$ cat config.mk
export PLATFORM = sky130hd
export DESIGN_NAME = vga_pattern_engine
export DESIGN_NICKNAME = d
export VERILOG_FILES = /design/src/rtl/vga_pattern_pkg.sv /design/src/rtl/vga_scroll_ctrl.sv /design/src/rtl/vga_pattern_engine.sv
export SDC_FILE = /design/constraint.sdc
export NUM_CORES = 1
export LEC_CHECK = 0
export ABC_AREA = 1
export CAP_MARGIN = 20
export CORE_MARGIN = 1
export CORE_UTILIZATION = 29
export DETAILED_ROUTE_END_ITERATION = 8
export GPL_TIMING_DRIVEN = 1
export SLEW_MARGIN = 15
export SYNTH_ARGS = -nofsm -noshare
export SYNTH_HDL_FRONTEND = slang
export SYNTH_SLANG_ARGS = --single-unit
$ cat constraint.sdc
create_clock -name clk -period 2.2 [get_ports clk]
set_input_delay 0.22 -clock clk [delete_from_list [all_inputs] [get_ports clk]]
set_output_delay 0.22 -clock clk [all_outputs]
set_load 0.005 [all_outputs]
$ cat src/rtl/vga_pattern_pkg.sv
// vga_pattern_pkg: shared pattern modes and constants for the VGA pattern engine
package vga_pattern_pkg;
    typedef enum logic [1:0] {
        PAT_STRIPES = 2'd0,
        PAT_CHECKER = 2'd1,
        PAT_BARS    = 2'd2,
        PAT_SOLID   = 2'd3
    } pat_mode_t;
    localparam int STRIPE_MID    = 5;
    localparam int STRIPE_FINE   = 2;
    localparam int STRIPE_COARSE = 7;
    localparam int FRAME_W       = 8;
endpackage

$ cat src/rtl/vga_scroll_ctrl.sv
// vga_scroll_ctrl: frame tick detect, scroll offsets, per-frame mode/colour latch and frame counter
module vga_scroll_ctrl
    import vga_pattern_pkg::*;
#(
    parameter int COORD_W  = 10,
    parameter int COLOR_W  = 2,
    parameter int V_ACTIVE = 480
) (
    input  logic                 clk,
    input  logic                 reset,
    input  logic [COORD_W-1:0]   hpos,
    input  logic [COORD_W-1:0]   vpos,
    input  logic [1:0]           mode,
    input  logic [2:0]           speed,
    input  logic                 dir,
    input  logic [1:0]           axis,
    input  logic                 pause,
    input  logic [3*COLOR_W-1:0] solid_rgb,
    output logic [COORD_W-1:0]   x_off,
    output logic [COORD_W-1:0]   y_off,
    output pat_mode_t            mode_q,
    output logic [3*COLOR_W-1:0] solid_q,
    output logic [FRAME_W-1:0]   frame_cnt
);
    logic               tick;
    logic [COORD_W-1:0] step;

    assign tick = (hpos == '0) && (vpos == COORD_W'(V_ACTIVE));
    assign step = COORD_W'(speed);

    // once per frame: latch mode/colour always, advance offsets and counter unless paused
    always_ff @(posedge clk or posedge reset) begin
        if (reset) begin
            x_off     <= '0;
            y_off     <= '0;
            mode_q    <= PAT_STRIPES;
            solid_q   <= '0;
            frame_cnt <= '0;
        end else if (tick) begin
            mode_q  <= pat_mode_t'(mode);
            solid_q <= solid_rgb;
            if (!pause) begin
                frame_cnt <= frame_cnt + 1'b1;
                if (axis[0]) x_off <= dir ? x_off - step : x_off + step;
                if (axis[1]) y_off <= dir ? y_off - step : y_off + step;
            end
        end
    end
endmodule

$ cat src/rtl/vga_pattern_engine.sv
// vga_pattern_engine: scrolling test-pattern generator with one-stage registered RGB/sync outputs (optional border: VGA_PAT_BORDER_EN)
module vga_pattern_engine
    import vga_pattern_pkg::*;
#(
    parameter int   COORD_W    = 10,
    parameter int   COLOR_W    = 2,
    parameter int   V_ACTIVE   = 480,
    parameter int   CHECK_LOG2 = 4,
`ifdef VGA_PAT_BORDER_EN
    parameter int   H_LAST     = 639,
`endif
    parameter logic SYNC_RESET = 1'b0
) (
    input  logic                 clk,
    input  logic                 reset,
    input  logic [COORD_W-1:0]   hpos,
    input  logic [COORD_W-1:0]   vpos,
    input  logic                 display_on,
    input  logic                 hsync_i,
    input  logic                 vsync_i,
    input  logic [1:0]           mode,
    input  logic [2:0]           speed,
    input  logic                 dir,
    input  logic [1:0]           axis,
    input  logic                 pause,
    input  logic [3*COLOR_W-1:0] solid_rgb,
    output logic [COLOR_W-1:0]   r_o,
    output logic [COLOR_W-1:0]   g_o,
    output logic [COLOR_W-1:0]   b_o,
    output logic                 hsync_o,
    output logic                 vsync_o,
    output logic                 display_o,
    output logic [FRAME_W-1:0]   frame_cnt
);
    logic [COORD_W-1:0]   x_off, y_off, mx, my;
    logic [3*COLOR_W-1:0] solid_q;
    logic [COLOR_W-1:0]   r_n, g_n, b_n;
    pat_mode_t            mode_q;
    logic                 chk;
    logic                 unused_bits;

    vga_scroll_ctrl #(
        .COORD_W  (COORD_W),
        .COLOR_W  (COLOR_W),
        .V_ACTIVE (V_ACTIVE)
    ) u_scroll (
        .clk       (clk),
        .reset     (reset),
        .hpos      (hpos),
        .vpos      (vpos),
        .mode      (mode),
        .speed     (speed),
        .dir       (dir),
        .axis      (axis),
        .pause     (pause),
        .solid_rgb (solid_rgb),
        .x_off     (x_off),
        .y_off     (y_off),
        .mode_q    (mode_q),
        .solid_q   (solid_q),
        .frame_cnt (frame_cnt)
    );

    assign mx          = hpos - x_off;
    assign my          = vpos - y_off;
    assign chk         = mx[CHECK_LOG2] ^ my[CHECK_LOG2];
    assign unused_bits = ^{mx, my};

`ifdef VGA_PAT_BORDER_EN
    logic border;
    assign border = (hpos == '0) || (vpos == '0) ||
                    (vpos == COORD_W'(V_ACTIVE - 1)) || (hpos == COORD_W'(H_LAST));
`endif

    // pattern select; bit 0 of each stripe channel carries the vertical term
    always_comb begin
        r_n = '0;
        g_n = '0;
        b_n = '0;
        case (mode_q)
            PAT_STRIPES: for (int i = 0; i < COLOR_W; i++) begin
                r_n[i] = (i == 0) ? my[STRIPE_FINE] : mx[STRIPE_MID];
                g_n[i] = (i == 0) ? my[STRIPE_FINE] : mx[STRIPE_FINE];
                b_n[i] = (i == 0) ? my[STRIPE_MID]  : mx[STRIPE_COARSE];
            end
            PAT_CHECKER: {r_n, g_n, b_n} = {(3*COLOR_W){chk}};
            PAT_BARS: begin
                r_n = {COLOR_W{mx[COORD_W-1]}};
                g_n = {COLOR_W{mx[COORD_W-2]}};
                b_n = {COLOR_W{mx[COORD_W-3]}};
            end
            default: {r_n, g_n, b_n} = solid_q;
        endcase
`ifdef VGA_PAT_BORDER_EN
        if (border) {r_n, g_n, b_n} = '1;
`endif
    end

    // single output stage: blanked colour plus syncs and display flag share the same delay
    always_ff @(posedge clk or posedge reset) begin
        if (reset) begin
            r_o       <= '0;
            g_o       <= '0;
            b_o       <= '0;
            hsync_o   <= SYNC_RESET;
            vsync_o   <= SYNC_RESET;
            display_o <= 1'b0;
        end else begin
            r_o       <= display_on ? r_n : '0;
            g_o       <= display_on ? g_n : '0;
            b_o       <= display_on ? b_n : '0;
            hsync_o   <= hsync_i;
            vsync_o   <= vsync_i;
            display_o <= display_on;
        end
    end
endmodule

==> flow_summary_export.csv, run 1 <==
group,metric,value,unit
timing,max_slew_margin,63.27,%
clock_network,numCtsBuffers,5,
synthesis,syn_nets,509,
timing,setup_viol,0,
synthesis,yosys.area_share.simple,32.63,%
synthesis,async_flop_share,100.0,%
timing,max_slew.worst_pin.slew,0.5509,ns
floorplan,initial_core_util,30.08,%
drt,final_antenna_net_count,0,
timing,hold_slack,0.3548,ns
timing,fmax,479.6,MHz
synthesis,ys_ff_latch,41,
setup_path,worstSetupEndpointType,"flip-flop",
final_layout,area_growth,42.53,%
synthesis,syn_inst,438,
synthesis,netlist_top_cells_area,"dfrtp_1 33%, nand2_1 16%, ha_1 12%",
clock_network,cts.reportedPaths.clkPinSlew,0.08,ns
timing,clock_skew,0.008446,ns
place,dpl_cell_area,4081,um2
global_route,grt_max_degree,42,
drt,num_vias,3053,
power_and_ir_drop,p_leak,2.250,nW
floorplan,rows,37,
final_layout,antennaDiodeCount,0,
synthesis,synth_top_family_by_area,"simple AND/OR/NAND/NOR gates",
synthesis,yosys.area_share.adder,12.86,%
global_route,grt_pass1_wl,14.50,mm
final_layout,regArea,1026,um2
drt,initialDrtViolationCount,109,
synthesis,yosys.area.top_type,"dfrtp_1",
final_layout,final_cell_mix,"134 x nand2_1, 62 x inv_1, 53 x clkdlybuf4s50_1, 41 x dfrtp_1, 36 x buf_4",
final_layout,fin_area,4466,um2
global_route,antenna_found_initial,0,
floorplan,die_w,105.9,um
setup_path,startpoint_type,"primary input",
floorplan,io_pins,57,
clock_network,worstSkewPairLatency,0.30,ns
synthesis,yosysWarnings,0,
global_route,grt_usage,16.09,%
floorplan,dieArea,11220,um2
final_layout,nets,607,
synthesis,synthXorXnorAreaFrac,5.591,%
clock_network,cts-root-buf,"clkbuf_8",
global_route,grt_overflow,0,
timing,period_share,94.77,%
synthesis,post_synth_num_cell_types,29,
status,status,"finished, final reports clean",
drt,dr.pass1.iters,4,
synthesis,ys_seq_area_share,32.75,%
place,io_buffers,56,
clock_network,clockBufferDepth,2,
final_layout,n_fill_cell,1055,
drt,viasPerCell,4.536,
final_layout,finalNonFillerCells,673,
drt,wl_per_cell,12.33,um
hold_path,worstHoldPathType,"in2reg",
synthesis,synth_top_area_share,32.75,%
synthesis,synth.avg_cell_area,7.153,um2
synthesis,synthesis.area,3133,um2
floorplan,die_h,105.9,um
setup_path,r2r_slack,0.31,ns
place,place_ws,-0.5869,ns
place,dp.cells,659,
power_and_ir_drop,total_power,0.001832,W
final_layout,multi_input_area,2057,um2
setup_path,crit_type,"in2reg",
setup_path,cp_data_required_time,2.37,ns
floorplan,coreArea,10420,um2
place,dp.final_hpwl,6.398,mm
final_layout,drive_above_1_share,17.13,%
timing,finalWorstSetupSlack,0.1151,ns
flow_run,cap_violations,0,
synthesis,synth_compound_area_share,7.668,%
synthesis,synth_edf_count,0,
timing,fin_crit,2.085,ns
setup_path,cp_max_fo,4,
clock_network,cts.sinks,41,
timing,hold_violations,0,
power_and_ir_drop,power_density,410.3,nW/um2
power_and_ir_drop,ir_drop,0.3493,mV
setup_path,cp_data_arrival_time,2.26,ns
synthesis,synthFlopType,"dfrtp_1",
synthesis,muxShareOfSynthArea,0,%
global_route,grt_pass1_vias,3123,
final_layout,mostFrequentLayoutCell,"nand2_1",
place,gp_congestion,0.8711,
drt,drc,0,
timing,slew_viol_final,0,
drt,wl,8.301,mm
clock_network,cts_tree,"built",
clock_network,hold_buffers,0,
clock_network,htree_levels,2,
==> metal layers <==
layer	share of wire (%)	wire length, um	global-route usage (%)	vias to the layer above
li1	-	-	-	1596
met1	46	3801	19.96	1397
met2	50	4131	29.27	53
met3	3.5	290	2.514	7
met4	0.92	76	3.373	0
met5	0	0	0	-
==> cell usage after synthesis, types with 3 or more instances <==
cell      instances
dfrtp_1          41
o21ai_0          22
nand2_2           3
inv_1            65
nand3b_1          4
nand2_1         136
nor2_1           33
o21ai_1           3
nand4_1           6
nor2_2            3
nand3_1          34
xnor2_1          11
nor3_1            3
ha_1             29
a21oi_1          16
xor2_1            9
==> stage by stage <==
step                setup TNS, ns  utilization, %
floorplan                       0               -
CTS                             0           41.92
global route           -0.0007365           42.87
finish                          0           42.87
global placement           -4.324           39.18
detailed placement         -4.794           39.18
==> registers in the layout, summed over array words and instances (netlist names) <==
signal,flops
hsync_o,1
b_o,2
u_scroll.frame_cnt,8
display_o,1
r_o,2
g_o,2
u_scroll.mode_q,2
u_scroll.x_off,10
u_scroll.y_off,6
u_scroll.solid_q,6
vsync_o,1
==> final timing paths <==
check                                 endpoint  cells past startpoint                 from
hold reg to reg            u_scroll.solid_q[0]                      2  u_scroll.solid_q[0]
setup reg to reg                        b_o[1]                     13    u_scroll.y_off[1]
min in group asynchronous    u_scroll.x_off[1]                      3                reset
hold / removal                         hsync_o                      1              hsync_i
setup / recovery             u_scroll.y_off[3]                     14             speed[2]
max in group asynchronous    u_scroll.x_off[2]                      3                reset
==> cells by family (layout without fill, tap and decap cells) <==
family / after synthesis / count (layout)
simple gates: 231 / 231
buf+inv: 69 / 168
compound gates: 46 / 46
flops: 41 / 41
fa+ha+maj: 31 / 31
xor+xnor: 20 / 20
==> cell type report <==
cell class,instances,area share (%)
tap,136,3.811
clock inverter,3,1.037
sequential,41,22.98
multi-input combinational,328,46.06
timing repair buffer,93,18.94
clock buffer,5,1.541
inverter,67,5.632
==> report_power, final <==
part | leakage [nW] | total, W | switching, W | internal [W]
Clock | 0.0543 | 0.000633 | 0.000293 | 0.000340
Sequential | 0.512 | 0.000758 | 0.00000103 | 0.000757
Combinational | 1.68 | 0.000441 | 0.000212 | 0.000229
Total | 2.25 | 0.00183 | 0.000507 | 0.00133
==> critical path: stages <==
cell and delay, ns:
clkdlybuf4s50_1 0.47, inv_2 0.05, ha_4 0.27, o21ai_4 0.06
buf_4 0.15, ha_4 0.29, nand3_2 0.08, nand2_1 0.07
nand2_1 0.07, buf_4 0.13, buf_4 0.12, buf_4 0.12
nand3_1 0.07, o21ai_0 0.08
==> what timing repair did <==
action                     in CTS  in global routing
buffers inserted                6                  0
pin swaps                      10                 11
setup endpoints to repair       8                  8
gates resized for setup        22                 21
Note: power is estimated with default switching activity, not from simulation.
==> inputs of run 2 (changes only) <==
- PLACE_DENSITY_LB_ADDON: unset -> 0.08
==> run 2 against run 1 <==
Compared with the run above: via count is 0.49% lower; clock skew is 0.0020 ns lower; maximum frequency is 1.2% lower; routed wire length hardly changed; highest routed layer unchanged; count of clock-buffer cells in the layout stayed put; total power is 8.0% lower; worst hold slack worse by 0.0070 ns; combinational power is 4% lower; clock power is 20% lower; critical path depth stayed put.
==> flow_summary_export.csv, run 2 (same netlist as run 1, synthesis figures left out) <==
group,metric,value,unit
floorplan,initial_core_util,30.08,%
global_route,grt_usage,15.57,%
final_layout,top_register,"u_scroll.x_off",
setup_path,rr_startpoint,"u_scroll.x_off[0]",
floorplan,coreArea,10420,um2
power_and_ir_drop,ir_drop,0.1887,mV
setup_path,cp_data_required_time,2.43,ns
setup_path,crit_buf_inv,5,
timing,hold_violations,0,
clock_network,clockBufferDepth,2,
setup_path,crit_type,"in2reg",
final_layout,nets,603,
timing,clock_skew,0.006488,ns
global_route,grt_pass1_vias,3020,
hold_path,worstHoldPathType,"in2async",
setup_path,startpoint_type,"primary input",
clock_network,cts-root-buf,"clkbuf_8",
clock_network,cts.reportedPaths.clkPinSlew,0.09,ns
timing,max_slew.worst_pin.slew,0.5330,ns
timing,setup_tns,0,ns
final_layout,area_growth,39.38,%
timing,max_slew_margin,64.47,%
setup_path,cp_common_cell,"nand2_1",
clock_network,cts.sinks,41,
drt,dr.pass1.iters,6,
floorplan,die_h,105.9,um
final_layout,n_fill_cell,1086,
setup_path,reg2reg_to,"u_scroll.x_off[6]",
final_layout,final_cell_mix,"136 x nand2_1, 62 x inv_1, 54 x clkdlybuf4s50_1, 41 x dfrtp_1, 33 x nor2_1",
setup_path,reg2reg_depth,12,
drt,num_vias,3038,
place,dp.final_hpwl,6.589,mm
place,io_buffers,56,
final_layout,regArea,1026,um2
drt,wl_per_cell,12.40,um
floorplan,io_pins,57,
power_and_ir_drop,power_density,385.9,nW/um2
timing,slew_viol_final,0,
setup_path,critPathMaxStageDelay,0.47,ns
timing,hold_slack,0.3479,ns
drt,initialDrtViolationCount,110,
setup_path,crit_path_top_delay_cell,"clkdlybuf4s50_1",
setup_path,worstSetupEndpointType,"flip-flop",
floorplan,dieArea,11220,um2
global_route,grt_overflow,0,
setup_path,cp_max_fo,4,
setup_path,critical_path.cell_chain,"clkdlybuf4s50_1 -> inv_1 -> buf_4 -> a31oi_2 -> inv_1 -> buf_4 -> ha_4 -> nand2_1 -> nor2_1 -> nand2_1 -> o211ai_1 -> xor2_1 -> nand2_1 -> o21ai_1",
drt,wl,8.297,mm
global_route,antenna_found_initial,0,
timing,fin_crit,2.110,ns
floorplan,rows,37,
final_layout,largestRegisters,"u_scroll.x_off: 10 flops, u_scroll.frame_cnt: 8 flops",
status,status,"finished, final reports clean",
clock_network,cts_tree,"built",
clock_network,worstSkewPairLatency,0.30,ns
final_layout,mostFrequentLayoutCell,"nand2_1",
clock_network,numCtsBuffers,5,
setup_path,cp_data_arrival_time,2.34,ns
setup_path,path_delay_family,"buffers and inverters",
final_layout,multi_input_area,2019,um2
drt,drc,0,
timing,setup_viol,0,
final_layout,antennaDiodeCount,0,
floorplan,die_w,105.9,um
drt,final_antenna_net_count,0,
setup_path,r2r_slack,0.31,ns
place,gp_congestion,0.7995,
final_layout,largest_reg_flops,10,
timing,fmax,474.0,MHz
flow_run,cap_violations,0,
clock_network,htree_levels,2,
final_layout,drive_above_1_share,15.76,%
global_route,grt_pass1_wl,13.90,mm
power_and_ir_drop,p_leak,2.203,nW
timing,period_share,95.90,%
timing,grt_setup_unrepaired,"true",
global_route,grt_max_degree,42,
drt,viasPerCell,4.541,
==> run 2: final cells by class <==
cell class,count,share of cell area (%)
multi-input cells,328,46.25
flip-flops and latches,41,23.50
repair buffers,89,18.62
inverters,67,5.759
well taps,136,3.897
clock buffers,5,1.576
clock inverters,3,0.4011
==> run 2: metrics by stage <==
step | cell area (um2) | total power [W] | setup slack (ns) | instances | utilization [%]
floorplan | 3133 | 0.0009580 | 0.08213 | 438 | -
global placement | 4066 | 0.001146 | -0.5723 | 657 | 39.04
detailed placement | 4066 | 0.001148 | -0.6056 | 657 | 39.04
CTS | 4268 | 0.001693 | 0.01631 | 667 | 40.97
global route | 4367 | 0.001782 | -0.06219 | 669 | 41.92
finish | 4367 | 0.001685 | 0.09010 | 669 | 41.92
==> run 2: per-layer routing <==
layer | wire (um) | GRT usage [%]
met4 | 78 | 3.373
met3 | 259 | 2.636
met2 | 3874 | 26.61
met5 | 0 | 0
met1 | 4085 | 20.54
==> run 2: worst max path at each step <==
| stage | from | slack [ns] | endpoint | cells past startpoint |
|---|---|---|---|---|
| floorplan | speed[0] | 0.08 | u_scroll.x_off[7] | 14 |
| global route | speed[2] | -0.06 | u_scroll.x_off[9] | 16 |
| finish | speed[2] | 0.09 | u_scroll.x_off[8] | 14 |
| detailed placement | speed[0] | -0.61 | u_scroll.x_off[9] | 16 |
| global placement | speed[0] | -0.57 | u_scroll.x_off[9] | 16 |
| CTS | speed[1] | 0.02 | u_scroll.y_off[4] | 12 |
==> run 2: tightest hold or removal path, cell delays in order <==
cell and delay [ns]:
clkdlybuf4s50_1 0.39, inv_1 0.05, buf_4 0.45
==> run 2: report_power, final <==
| part | internal (W) | leakage [nW] | switching (W) | total, W |
|---|---|---|---|---|
| registers | 0.000756 | 0.512 | 0.000000945 | 0.000757 |
| clock network | 0.000220 | 0.0439 | 0.000286 | 0.000506 |
| logic | 0.000218 | 1.65 | 0.000204 | 0.000422 |
==> run 2: repair_timing <==
item / 4_1_cts / 5_1_grt
endpoints found under the setup margin: 8 / 9
pin swaps: 9 / 8
hold buffers: 0 / 0
resized for setup: 19 / 18
buffers inserted: 2 / 2
